### src/rtl/fifo_flow_monitor_if.sv
// fifo_flow_monitor_if: strobe/flag bundle between the QoS control side and
// the FIFO flow monitor.
//   master : drives init, hi_thr_in, lo_thr_in, push, pop; observes the flags.
//   slave  : the monitor; observes strobes/thresholds, drives occupancy,
//            empty, full, pause_fifos, continue_fifos, drop, thr_error.
interface fifo_flow_monitor_if #(
  parameter int NUM_FIFOS = 4,
  parameter int CNT_W     = 5
);
  logic                         init;
  logic [CNT_W-1:0]             hi_thr_in;
  logic [CNT_W-1:0]             lo_thr_in;
  logic [NUM_FIFOS-1:0]         push;
  logic [NUM_FIFOS-1:0]         pop;
  logic [NUM_FIFOS*CNT_W-1:0]   occupancy;
  logic [NUM_FIFOS-1:0]         empty;
  logic [NUM_FIFOS-1:0]         full;
  logic [NUM_FIFOS-1:0]         pause_fifos;
  logic [NUM_FIFOS-1:0]         continue_fifos;
  logic [NUM_FIFOS-1:0]         drop;
  logic                         thr_error;

  modport master (
    output init, hi_thr_in, lo_thr_in, push, pop,
    input  occupancy, empty, full, pause_fifos, continue_fifos, drop, thr_error
  );

  modport slave (
    input  init, hi_thr_in, lo_thr_in, push, pop,
    output occupancy, empty, full, pause_fifos, continue_fifos, drop, thr_error
  );
endinterface

### src/rtl/fifo_flow_monitor.sv
// fifo_flow_monitor: occupancy tracking and pause/continue hysteresis for
// NUM_FIFOS per-class FIFOs.
//   CLK   : rising-edge clock
//   reset : asynchronous active-low reset
//   bus   : fifo_flow_monitor_if.slave (strobes, thresholds, flags)
// One lane per FIFO holds the count and RUN/PAUSED state; the shared
// threshold registers load while init is high and reject lo >= hi or hi > DEPTH.

module fifo_flow_monitor_lane #(
  parameter int DEPTH = 16,
  parameter int CNT_W = 5
) (
  input  logic             CLK,
  input  logic             reset,
  input  logic             i_push,
  input  logic             i_pop,
  input  logic [CNT_W-1:0] i_hi_thr,
  input  logic [CNT_W-1:0] i_lo_thr,
  output logic [CNT_W-1:0] o_cnt,
  output logic             o_paused,
  output logic             o_continue,
  output logic             o_drop
);
  typedef enum logic {RUN, PAUSED} state_t;

  state_t           r_state;
  logic [CNT_W-1:0] r_cnt;
  logic             r_continue;
  logic             r_drop;
  logic             w_push_ok;
  logic             w_pop_ok;
  logic [CNT_W-1:0] w_nxt;

  // Blocking is judged on the current count, so push+pop on a full FIFO
  // drops the push and on an empty FIFO drops the pop.
  assign w_push_ok = i_push && (r_cnt != CNT_W'(DEPTH));
  assign w_pop_ok  = i_pop  && (r_cnt != '0);
  assign w_nxt     = r_cnt + CNT_W'(w_push_ok) - CNT_W'(w_pop_ok);

  always_ff @(posedge CLK or negedge reset) begin
    if (!reset) begin
      r_state    <= RUN;
      r_cnt      <= '0;
      r_continue <= 1'b0;
      r_drop     <= 1'b0;
    end else begin
      r_cnt      <= w_nxt;
      r_drop     <= (i_push && !w_push_ok) || (i_pop && !w_pop_ok);
      r_continue <= 1'b0;
      // Hysteresis compares the next count so the flag lines up with occupancy.
      case (r_state)
        RUN:    if (w_nxt >= i_hi_thr) r_state <= PAUSED;
        PAUSED: if (w_nxt <= i_lo_thr) begin
                  r_state    <= RUN;
                  r_continue <= 1'b1;
                end
        default: r_state <= RUN;
      endcase
    end
  end

  assign o_cnt      = r_cnt;
  assign o_paused   = (r_state == PAUSED);
  assign o_continue = r_continue;
  assign o_drop     = r_drop;
endmodule

module fifo_flow_monitor #(
  parameter int NUM_FIFOS  = 4,
  parameter int DEPTH      = 16,
  parameter int CNT_W      = 5,
  parameter int HI_DEFAULT = 12,
  parameter int LO_DEFAULT = 4
) (
  input  logic                 CLK,
  input  logic                 reset,
  fifo_flow_monitor_if.slave   bus
);
  logic [CNT_W-1:0]                  r_hi_thr;
  logic [CNT_W-1:0]                  r_lo_thr;
  logic                              r_thr_error;
  logic [NUM_FIFOS-1:0][CNT_W-1:0]   w_cnt;
  logic [NUM_FIFOS-1:0]              w_paused;
  logic [NUM_FIFOS-1:0]              w_continue;
  logic [NUM_FIFOS-1:0]              w_drop;
  logic [NUM_FIFOS-1:0]              w_empty;
  logic [NUM_FIFOS-1:0]              w_full;
  logic                              w_thr_ok;

  assign w_thr_ok = (bus.lo_thr_in < bus.hi_thr_in) &&
                    (bus.hi_thr_in <= CNT_W'(DEPTH));

  // Lanes see the registered thresholds, so a load applies from the next edge.
  always_ff @(posedge CLK or negedge reset) begin
    if (!reset) begin
      r_hi_thr    <= CNT_W'(HI_DEFAULT);
      r_lo_thr    <= CNT_W'(LO_DEFAULT);
      r_thr_error <= 1'b0;
    end else begin
      r_thr_error <= 1'b0;
      if (bus.init) begin
        if (w_thr_ok) begin
          r_hi_thr <= bus.hi_thr_in;
          r_lo_thr <= bus.lo_thr_in;
        end else begin
          r_thr_error <= 1'b1;
        end
      end
    end
  end

  for (genvar g = 0; g < NUM_FIFOS; g++) begin : g_lane
    fifo_flow_monitor_lane #(.DEPTH(DEPTH), .CNT_W(CNT_W)) u_lane (
      .CLK        (CLK),
      .reset      (reset),
      .i_push     (bus.push[g]),
      .i_pop      (bus.pop[g]),
      .i_hi_thr   (r_hi_thr),
      .i_lo_thr   (r_lo_thr),
      .o_cnt      (w_cnt[g]),
      .o_paused   (w_paused[g]),
      .o_continue (w_continue[g]),
      .o_drop     (w_drop[g])
    );
  end

  always_comb begin
    w_empty = '0;
    w_full  = '0;
    for (int i = 0; i < NUM_FIFOS; i++) begin
      w_empty[i] = (w_cnt[i] == '0);
      w_full[i]  = (w_cnt[i] == CNT_W'(DEPTH));
    end
  end

  assign bus.occupancy      = w_cnt;
  assign bus.empty          = w_empty;
  assign bus.full           = w_full;
  assign bus.pause_fifos    = w_paused;
  assign bus.continue_fifos = w_continue;
  assign bus.drop           = w_drop;
  assign bus.thr_error      = r_thr_error;
endmodule

### src/flat_wrapper.sv
// flat-port wrapper written by rule: the top's interface ports become plain ports
module fifo_flow_monitor_flat 
#(
  parameter int NUM_FIFOS  = 4,
  parameter int DEPTH      = 16,
  parameter int CNT_W      = 5,
  parameter int HI_DEFAULT = 12,
  parameter int LO_DEFAULT = 4
)
  (CLK, reset, bus_init, bus_hi_thr_in, bus_lo_thr_in, bus_push, bus_pop, bus_occupancy, bus_empty, bus_full, bus_pause_fifos, bus_continue_fifos, bus_drop, bus_thr_error);
  fifo_flow_monitor_if #(.NUM_FIFOS(NUM_FIFOS), .CNT_W(CNT_W)) bus_i ();
  input  logic CLK;
  input  logic reset;
  input wire logic [$bits(bus_i.init)-1:0] bus_init;
  input wire logic [$bits(bus_i.hi_thr_in)-1:0] bus_hi_thr_in;
  input wire logic [$bits(bus_i.lo_thr_in)-1:0] bus_lo_thr_in;
  input wire logic [$bits(bus_i.push)-1:0] bus_push;
  input wire logic [$bits(bus_i.pop)-1:0] bus_pop;
  output wire logic [$bits(bus_i.occupancy)-1:0] bus_occupancy;
  output wire logic [$bits(bus_i.empty)-1:0] bus_empty;
  output wire logic [$bits(bus_i.full)-1:0] bus_full;
  output wire logic [$bits(bus_i.pause_fifos)-1:0] bus_pause_fifos;
  output wire logic [$bits(bus_i.continue_fifos)-1:0] bus_continue_fifos;
  output wire logic [$bits(bus_i.drop)-1:0] bus_drop;
  output wire logic [$bits(bus_i.thr_error)-1:0] bus_thr_error;
  assign bus_i.init = bus_init;
  assign bus_i.hi_thr_in = bus_hi_thr_in;
  assign bus_i.lo_thr_in = bus_lo_thr_in;
  assign bus_i.push = bus_push;
  assign bus_i.pop = bus_pop;
  assign bus_occupancy = bus_i.occupancy;
  assign bus_empty = bus_i.empty;
  assign bus_full = bus_i.full;
  assign bus_pause_fifos = bus_i.pause_fifos;
  assign bus_continue_fifos = bus_i.continue_fifos;
  assign bus_drop = bus_i.drop;
  assign bus_thr_error = bus_i.thr_error;
  fifo_flow_monitor #(.NUM_FIFOS(NUM_FIFOS), .DEPTH(DEPTH), .CNT_W(CNT_W), .HI_DEFAULT(HI_DEFAULT), .LO_DEFAULT(LO_DEFAULT)) u_core (.CLK(CLK), .reset(reset), .bus(bus_i));
endmodule
### config.mk
export PLATFORM = sky130hd
export DESIGN_NAME = fifo_flow_monitor_flat
export DESIGN_NICKNAME = d
export VERILOG_FILES = /design/src/rtl/fifo_flow_monitor_if.sv /design/src/rtl/fifo_flow_monitor.sv /design/src/flat_wrapper.sv
export SDC_FILE = /design/constraint.sdc
export NUM_CORES = 1
export LEC_CHECK = 0
export ABC_AREA = 1
export CAP_MARGIN = 15
export CORE_ASPECT_RATIO = 1.1
export CORE_MARGIN = 4
export CORE_UTILIZATION = 58
export CTS_BUF_LIST = sky130_fd_sc_hd__clkbuf_16
export DETAILED_ROUTE_END_ITERATION = 8
export HOLD_SLACK_MARGIN = 0.1
export PLACE_DENSITY_LB_ADDON = 0.1
export SYNTH_ARGS = -nofsm -noshare
export SYNTH_HDL_FRONTEND = slang
export SYNTH_SLANG_ARGS = --single-unit
export TNS_END_PERCENT = 100
### constraint.sdc
create_clock -name CLK -period 6.7 [get_ports CLK]
set_input_delay 1.34 -clock CLK [delete_from_list [all_inputs] [get_ports CLK]]
set_output_delay 1.34 -clock CLK [all_outputs]
set_load 0.03 [all_outputs]
# Word level (Yosys, flattened, before mapping)
# Index checks and enable logic that the tools add are counted.
[totals] register_bits=43 latchBits=0 ramBits=0 romBits=0 input_bits=21 output_inout_bits=41 word_cells=109 n_memories=0
[classes] add_sub_neg=8 mul=0 n_div=0 order_cmp=10 n_eq_ne=8 n_shift=0 muxes=22 bitwise_logic=4 n_reduce_logical=38
[op_table] operator="$add 5x1->5" n=4
[op_table] operator="$eq 5x5->1 const B" n=4
[op_table] operator="$ge 5x5->1" n=4
[op_table] operator="$le 5x5->1" n=4
[op_table] operator="$logic_not 5->1" n=4
[op_table] operator="$ne 5x5->1 const B" n=4
[op_table] operator="$reduce_bool 5->1" n=4
[op_table] operator="$sub 5x1->5" n=4
[op_table] operator="$mux 1" n=18
[op_table] operator="$logic_and 1x1->1" n=17
[op_table] operator="$logic_not 1->1" n=8
[op_table] operator="$pmux 1 s2" n=4
[op_table] operator="$le 5x5->1 const B" n=1
[op_table] operator="$lt 5x5->1" n=1
[op_table] operator="$logic_or 1x1->1" n=4
[op_table] operator="$not 1->1" n=4
[op_table] operator="$reduce_and 2->1" n=1

# Depth between registers and ports, before layout
# Gate-level depths: netlist (run 1).
[depth] ltp_word=7 mapped_depth=21 ltp_nobuf=21

# By module
# Synthesis (run 1) repeated with hierarchy kept, for this count alone.
[unflattened] hier_cells=465 hier_area_um2=3589.7
[modules_own_cells] mod="fifo_flow_monitor_lane" instances=4 cells_each=92 area_per_inst_um2=730.7 seq_area_each_um2=200.2
[modules_own_cells] mod="fifo_flow_monitor" instances=1 cells_each=97 area_per_inst_um2=666.9 seq_area_each_um2=279.0

# Worst setup path after synthesis (run 1)
# No wires, ideal clock.
[synth_timing] path_kind="input to register" startpoint="input port bus_pop[2]" endpoint="register u_core.g_lane[2].u_lane.r_state" setup_ps=117 arrival_ps=3495 t_required_ps=6583 slack_ps=3089 cell_stages=16 path_buffers=0 path_cell_list="nand2_1 inv_1 ha_1 inv_1 ha_1 fa_1 a21oi_1 nor2_1 nor2_1 xor2_1 ha_1 a21o_1 nor2_1 nand3b_1 nand2_1 nand2_1"
[synth_between] elab_chain_cells=5 elab_cells_between_ends=7 cone_classes="add/sub (1); order compare (2); mux (3); reduce/logical (1)"
[synth_rtl] element="start, declared" line_no="flat_wrapper.sv:18" text="input wire logic [$bits(bus_i.pop)-1:0] bus_pop;"
[synth_rtl] element="$logic_and 1x1->1 *" line_no="fifo_flow_monitor.sv:37" text="assign w_pop_ok = i_pop && (r_cnt != '0);"
[synth_rtl] element="$sub 5x1->5 *" line_no="fifo_flow_monitor.sv:38" text="assign w_nxt = r_cnt + CNT_W'(w_push_ok) - CNT_W'(w_pop_ok);"
[synth_rtl] element="via u_core.g_lane[2].u_lane.w_nxt[4]" line_no="fifo_flow_monitor.sv:32" text="logic [CNT_W-1:0] w_nxt;"
[synth_rtl] element="$le 5x5->1 / $ge 5x5->1 (equally long branches)" line_no="fifo_flow_monitor.sv:53, fifo_flow_monitor.sv:52"
[synth_rtl] element="$mux 1 (on tied branches)" line_no="fifo_flow_monitor.sv:53, fifo_flow_monitor.sv:52"
[synth_rtl] element="$pmux 1 s2 *" line_no="fifo_flow_monitor.sv:51" text="case (r_state)"
[synth_rtl] element="end signal, assigned" line_no="fifo_flow_monitor.sv:42" text="r_state <= RUN;"
[synth_rtl] element="end signal, assigned" line_no="fifo_flow_monitor.sv:52" text="RUN: if (w_nxt >= i_hi_thr) r_state <= PAUSED;"
[synth_rtl] element="end signal, assigned" line_no="fifo_flow_monitor.sv:54" text="r_state <= RUN;"
[synth_rtl] element="end, declared" line_no="fifo_flow_monitor.sv:26" text="state_t r_state;"
# Mark *: on every way through the listed nets, which the timed path passes. The rest lies on a longest branch.
# A chain may end at the register's enable or synchronous reset.

# Worst setup path after layout (run 1)
[layout_timing] startpoint="input port bus_push[0]" endpoint="register u_core.g_lane[0].u_lane.r_state"
[layout_between] elab_chain_cells=6 elab_cells_between_ends=8 cone_classes="add/sub (2); order compare (2); mux (3); reduce/logical (1)"
[layout_rtl] element="start, declared" line_no="flat_wrapper.sv:17" text="input wire logic [$bits(bus_i.push)-1:0] bus_push;"
[layout_rtl] element="$logic_and 1x1->1 *" line_no="fifo_flow_monitor.sv:36" text="assign w_push_ok = i_push && (r_cnt != CNT_W'(DEPTH));"
[layout_rtl] element="$add 5x1->5 *" line_no="fifo_flow_monitor.sv:38"
[layout_rtl] element="$sub 5x1->5 *" line_no="fifo_flow_monitor.sv:38"
[layout_rtl] element="via u_core.g_lane[0].u_lane.w_nxt[4]" line_no="fifo_flow_monitor.sv:32"
[layout_rtl] element="$le 5x5->1 / $ge 5x5->1 (equally long branches)" line_no="fifo_flow_monitor.sv:53, fifo_flow_monitor.sv:52"
[layout_rtl] element="$mux 1 (on tied branches)" line_no="fifo_flow_monitor.sv:53, fifo_flow_monitor.sv:52"
[layout_rtl] element="$pmux 1 s2 *" line_no="fifo_flow_monitor.sv:51"
[layout_rtl] element="end signal, assigned" line_no="fifo_flow_monitor.sv:42"
[layout_rtl] element="end signal, assigned" line_no="fifo_flow_monitor.sv:52"
[layout_rtl] element="end signal, assigned" line_no="fifo_flow_monitor.sv:54"
[layout_rtl] element="end, declared" line_no="fifo_flow_monitor.sv:26"
# Marked as above.

==> impl_metrics.toml, run 1 <==
[clocking]
cts_tree = "built"
cts_sinks = 43
htreeDepth = 2
cts_resized = 0
cts_setup_buffers = 0
clk-insertion-delay-late_ps = 290
cts_buffers = 5
cts_hold_buf = 0
cts_max_path_buffers = 2
cts-root-buf = "clkbuf_16"
cts.reportedPaths.clkPinSlew_ps = 60

[synthesis]
synth_top_area_frac = 0.290
synth_top_area_cell = "dfrtp_1"
synth_top_family_by_area = "adder cells"
synth-compound-area-share = 0.0527
synth-xor-area-share = 0.0407
seq_area_frac_synth = 0.313
syn_area_per_cell_um2 = 8.34
ys_warn_count = 0
synth-seq-cells = 43
synth_cell_types = 23
synth_fa_ha_area_frac = 0.270
synth.area.top_cells = "dfrtp_1, ha_1, inv_1"
synth_cells = 413
yosys.area_share.simple = 0.196
synth.area.mux_share = 0
syn_area_um2 = 3450
syn_nets = 506

[critical_path]
r2r_end = "u_core.g_lane[2].u_lane.o_paused$_DFF_PN0_"
endpoint_kind = "register"
r2r_start = "u_core.g_lane[2].u_lane.o_cnt[2]$_DFF_PN0_"
critPathMaxFanout = 3
required_ps = 6880
arrival_ps = 4290
critPathKind = "primary input to register"
rrSetupSlack_ps = 3090
worst_setup_path_start_kind = "primary input"
worstRegToRegCells = 20

[sta]
rsz0062_at_grt = "false"
drv_slew = 0
min_period_ps = 4120
fin_skew_ps = 6.22
worstMarginPinSlew_ps = 984
finalHoldViolCount = 0
post-route-period-util = 0.614
fmax_mhz = 243
slew_headroom = 0.344
finalSetupViolations = 0
finalSetupTns_ps = 0

[global_route]
met3_usage = 0.0458
grt_pass1_wl_um = 12400
overflow = 0
antenna_found_initial = 0
grt_pass1_vias = 2810
grtUsageTotal = 0.222
use_met1 = 0.249
grt_max_degree = 44
top_usage_layer = "met2"
grtUsageMet2 = 0.411

[finish]
area_growth_pct = 21.1
fin_nets = 560
diodes = 0
fillers = 464
drive_gt1_frac = 0.0299

[die]
dieArea_um2 = 7240
die-height_um = 88.8
start_util = 0.597
io_pins = 62
core_um2 = 5770
core.rowCount = 29
fp.dieW_um = 81.5

[hold_path]
whs_path_depth = 2
holdCritPathClass = "register to register"
hold_path_end = "u_core.r_hi_thr[3]$_DFFE_PN1P_"
hold_start = "u_core.r_hi_thr[3]$_DFFE_PN1P_"

[detailed_routing]
via_per_inst = 5.20
ant_nets = 0
drtPass1Iterations = 4
vias = 2836
drtIter0Drc = 79
remaining_drc_errors = 0
routedWlPerCell_um = 13.2
finalWirelength_um = 7200

[placement]
dp_hpwl_um = 5670
place_congestion = 0.839
port_buffers = 61

[job]
maxCapViolations = 0

[outcome]
outcome = "complete, no violations"
[registers in the layout (all words and copies together), names as in the netlist]
name                             flops
u_core.g_lane.u_lane.o_continue      4
u_core.r_hi_thr                      5
u_core.r_lo_thr                      5
u_core.g_lane.u_lane.o_paused        4
u_core.g_lane.u_lane.o_drop          4
u_core.g_lane.u_lane.o_cnt          20
u_core.bus.thr_error                 1
[per-layer routing]
layer	wire (um)	vias up
met3	240	14
met1	3080	1334
met4	118	0
li1	-	1432
met5	0	-
met2	3770	56
[cell usage in the layout (no fill, tap or decap)]
master / netlist / final
inv_1: 87 / 90
nand2_1: 79 / 79
ha_1: 68 / 68
clkdlybuf4s50_1: 0 / 60
dfrtp_1: 40 / 40
nand3_1: 22 / 22
a21oi_1: 21 / 21
nand4_1: 19 / 19
nor2_1: 16 / 16
xor2_1: 13 / 13
clkbuf_16: 0 / 5
nor3_1: 4 / 4
a21o_1: 4 / 4
nand3b_1: 4 / 4
o21ai_0: 4 / 4
fa_1: 4 / 4
xnor2_1: 3 / 3
a22o_1: 3 / 3
dfstp_2: 3 / 3
nand3_2: 2 / 2
or2_2: 1 / 1
nand2_2: 1 / 1
nor2_2: 1 / 1
buf_2: 0 / 1
[cells by family after synthesis]
logic type                 Yosys count
AOI/OAI and AO/OA                   32
DFF                                 43
buffers and inverters              101
adders and majority gates           72
xor gates and xnor gates            16
and+or+nand+nor                    149
[how the worst max path moves through the flow]
| stage | depth (start not counted) | slack (ps) | end | startpoint |
|---|---|---|---|---|
| CTS | 17 | 2600 | u_core.g_lane[0].u_lane.o_paused$_DFF_PN0_ | bus_pop[0] |
| global placement | 16 | 2420 | u_core.g_lane[3].u_lane.o_paused$_DFF_PN0_ | bus_push[3] |
| finish | 16 | 2580 | u_core.g_lane[0].u_lane.o_paused$_DFF_PN0_ | bus_push[0] |
| floorplan | 16 | 3090 | u_core.g_lane[2].u_lane.o_paused$_DFF_PN0_ | bus_pop[2] |
| detailed placement | 16 | 2310 | u_core.g_lane[2].u_lane.o_paused$_DFF_PN0_ | bus_push[2] |
| global route | 17 | 2400 | u_core.g_lane[0].u_lane.o_paused$_DFF_PN0_ | bus_pop[0] |
[cell usage after synthesis, drive strengths merged]
master / n
a21o: 4
a21oi: 21
a22o: 3
buf: 14
dfrtp: 40
dfstp: 3
fa: 4
ha: 68
inv: 87
nand2: 80
nand3: 24
nand3b: 4
nand4: 19
nor2: 17
nor3: 4
o21ai: 4
or2: 1
xnor2: 3
xor2: 13
[layout make-up]
| class | count | area [um^2] | share of cell area |
|---|---|---|---|
| Tap cell | 77 | 96.3 | 0.0231 |
| Multi-Input combinational cell | 269 | 1930 | 0.462 |
| Timing Repair Buffer | 61 | 606 | 0.145 |
| Sequential cell | 43 | 1080 | 0.259 |
| Clock buffer | 5 | 125 | 0.0300 |
| Inverter | 87 | 327 | 0.0783 |
| Clock inverter | 3 | 11.3 | 0.00270 |
[critical path: stages]
cell             delay, ps
clkdlybuf4s50_1        470
nand2_1                 70
ha_1                   280
inv_1                   40
ha_1                   210
fa_1                   420
a21oi_1                160
nor2_1                  60
nor2_1                 130
xor2_1                 310
ha_1                   330
a21o_1                 200
nor2_1                 100
nand3b_1                80
nand2_1                 60
nand2_1                 40
[through the flow]
stage	setup WS [ps]	cell area [um^2]	util	hold WS (ps)	std cells
finish	2580	4170	0.723	462	545
global route	2400	4170	0.723	480	545
CTS	2600	4170	0.723	464	545
detailed placement	2310	4040	0.699	455	537
global placement	2420	4040	0.699	453	537
floorplan	3090	3450	-	442	413
Power of run 1 is not shown: default switching activity piles up to over one toggle a cycle in this logic, so the estimate is an artifact.
==> run 2: changes to the inputs <==
--- a/config.mk
+++ b/config.mk
@@ -9,7 +9,7 @@
 export CAP_MARGIN = 15
 export CORE_ASPECT_RATIO = 1.1
 export CORE_MARGIN = 4
-export CORE_UTILIZATION = 58
+export CORE_UTILIZATION = 48
 export CTS_BUF_LIST = sky130_fd_sc_hd__clkbuf_16
 export DETAILED_ROUTE_END_ITERATION = 8
 export HOLD_SLACK_MARGIN = 0.1
==> constraint.sdc (replaced) <==
create_clock -name CLK -period 3.44 [get_ports CLK]
set_input_delay 0.688 -clock CLK [delete_from_list [all_inputs] [get_ports CLK]]
set_output_delay 0.688 -clock CLK [all_outputs]
set_load 0.03 [all_outputs]
==> run 2 against run 1 <==
Net effect: clock skew down 2.2 ps; via count up 1.4%; sequential share of layout area fell by 2.2 points; count of clock-buffer cells in the layout did not move; final area rose by 9.3%; critical path depth increased by 4; flip-flop and latch count stayed put; non-clock buffer count is 23 higher; hold slack better by 2.8 ps; critical endpoint is now u_core.g_lane[2].u_lane.o_paused$_DFF_PN0_; setup slack worse by 2400 ps; die area grew 19%.
==> impl_metrics.toml, run 2 (synthesis results as in run 1) <==
[sta]
fin_ws_ps = 183
fin_skew_ps = 4.06
drv_slew = 0
worstMarginPinSlew_ps = 946
finalSetupViolations = 0
finalHoldViolCount = 0
min_period_ps = 3260
slew_headroom = 0.369
post-route-period-util = 0.947
fmax_mhz = 307

[global_route]
antenna_found_initial = 0
grt_pass1_wl_um = 12100
grt_max_degree = 44
overflow = 0
grt_pass1_vias = 2755
grtUsageTotal = 0.175

[finish]
fillers = 611
diodes = 0
fin_cells = 576
largest_reg_flops = 20
stdcell_area_um2 = 4560
drive_gt1_frac = 0.149
most-common-layout-cells = "inv_1, nand2_1, ha_1, clkdlybuf4s50_1, dfrtp_1"
final_common_cell = "inv_1"
area_growth_pct = 32.3
fin_nets = 583

[clocking]
cts-root-buf = "clkbuf_16"
cts.reportedPaths.clkPinSlew_ps = 60
clk-insertion-delay-late_ps = 280
htreeDepth = 2
cts_max_path_buffers = 2
cts_tree = "built"
cts_sinks = 43
cts_hold_buf = 0
cts_buffers = 5

[detailed_routing]
vias = 2876
drtPass1Iterations = 4
routedWlPerCell_um = 12.4
via_per_inst = 4.99
finalWirelength_um = 7130
remaining_drc_errors = 0
drtIter0Drc = 66
ant_nets = 0

[critical_path]
critPathKind = "register to register"
critPathMaxFanout = 3
endpoint_kind = "register"
required_ps = 3620
worst_setup_path_start_kind = "register"
arrival_ps = 3440

[die]
start_util = 0.492
fp.dieW_um = 88.8
core.rowCount = 32
die-height_um = 96.9
dieArea_um2 = 8600
io_pins = 62
core_um2 = 7010

[placement]
port_buffers = 61
place_area_um2 = 4110
dp_hpwl_um = 5490
place_congestion = 0.790
dp.cells = 554
place_ws_ps = -252

[job]
maxCapViolations = 0

[outcome]
outcome = "complete, no violations"

[hold_path]
holdCritPathClass = "register to register"
run 2: critical path, stage by stage (launching register included):
cell and delay (ps):
dfrtp_1 390, inv_2 80, ha_4 130, nand3_1 80
or2_4 260, nand2_2 60, inv_2 40, ha_4 250
inv_2 30, ha_4 150, fa_2 370, a21oi_2 150
nor2_2 60, nor2_2 110, xor2_2 260, ha_4 250
a21o_1 170, nor2_1 80, nand3b_1 100, nand2_1 70
nand2_1 40
run 2: layout make-up:
| type | instances | area (um^2) | share of cell area |
|---|---|---|---|
| multi-input combinational | 269 | 2070 | 0.454 |
| sequential | 43 | 1080 | 0.237 |
| timing repair buffer | 84 | 788 | 0.173 |
| inverter | 87 | 327 | 0.0716 |
| clock buffer | 5 | 125 | 0.0274 |
| tap | 85 | 106 | 0.0233 |
| clock inverter | 3 | 63.8 | 0.0140 |
run 2: per-stage QoR:
| step | util | hold slack [ps] | setup TNS [ps] |
|---|---|---|---|
| 5_1_grt | 0.651 | 484 | -56.4 |
| 3_3_place_gp | 0.587 | 451 | -968 |
| 4_1_cts | 0.619 | 468 | -0.231 |
| 2_1_floorplan | - | 392 | 0 |
| 6_report | 0.651 | 465 | 0 |
| 3_5_place_dp | 0.587 | 459 | -1220 |
run 2: path summary, 6_finish.rpt:
kind | slack, ps | start | endpoint | cells after the start
min reg2reg | 460 | u_core.r_lo_thr[2]$_DFFE_PN1P_ | u_core.r_lo_thr[2]$_DFFE_PN1P_ | 2
max in group asynchronous | 2310 | reset | u_core.r_hi_thr[4]$_DFFE_PN0P_ | 1
max reg2reg | 180 | u_core.g_lane[2].u_lane.o_cnt[3]$_DFF_PN0_ | u_core.g_lane[2].u_lane.o_paused$_DFF_PN0_ | 20
min | 460 | u_core.r_lo_thr[2]$_DFFE_PN1P_ | u_core.r_lo_thr[2]$_DFFE_PN1P_ | 2
max | 180 | u_core.g_lane[2].u_lane.o_cnt[3]$_DFF_PN0_ | u_core.g_lane[2].u_lane.o_paused$_DFF_PN0_ | 20
min in group asynchronous | 550 | reset | u_core.g_lane[3].u_lane.o_paused$_DFF_PN0_ | 1
run 2: metal layers:
metal	share of wire	vias to the layer above	GRT usage	wire length, um
met5	0	-	0	0
met1	0.42	1330	0.222	3020
met4	0.018	0	0.0581	128
met2	0.52	59	0.299	3700
li1	-	1477	-	-
met3	0.040	10	0.0247	286
run 2: repair_timing:
item	in CTS	in global routing
resized for setup	6	36
endpoints found under the setup margin	3	8
pin swaps	2	32
setup buffers	2	12
Power of run 2 is left out for the same reason.
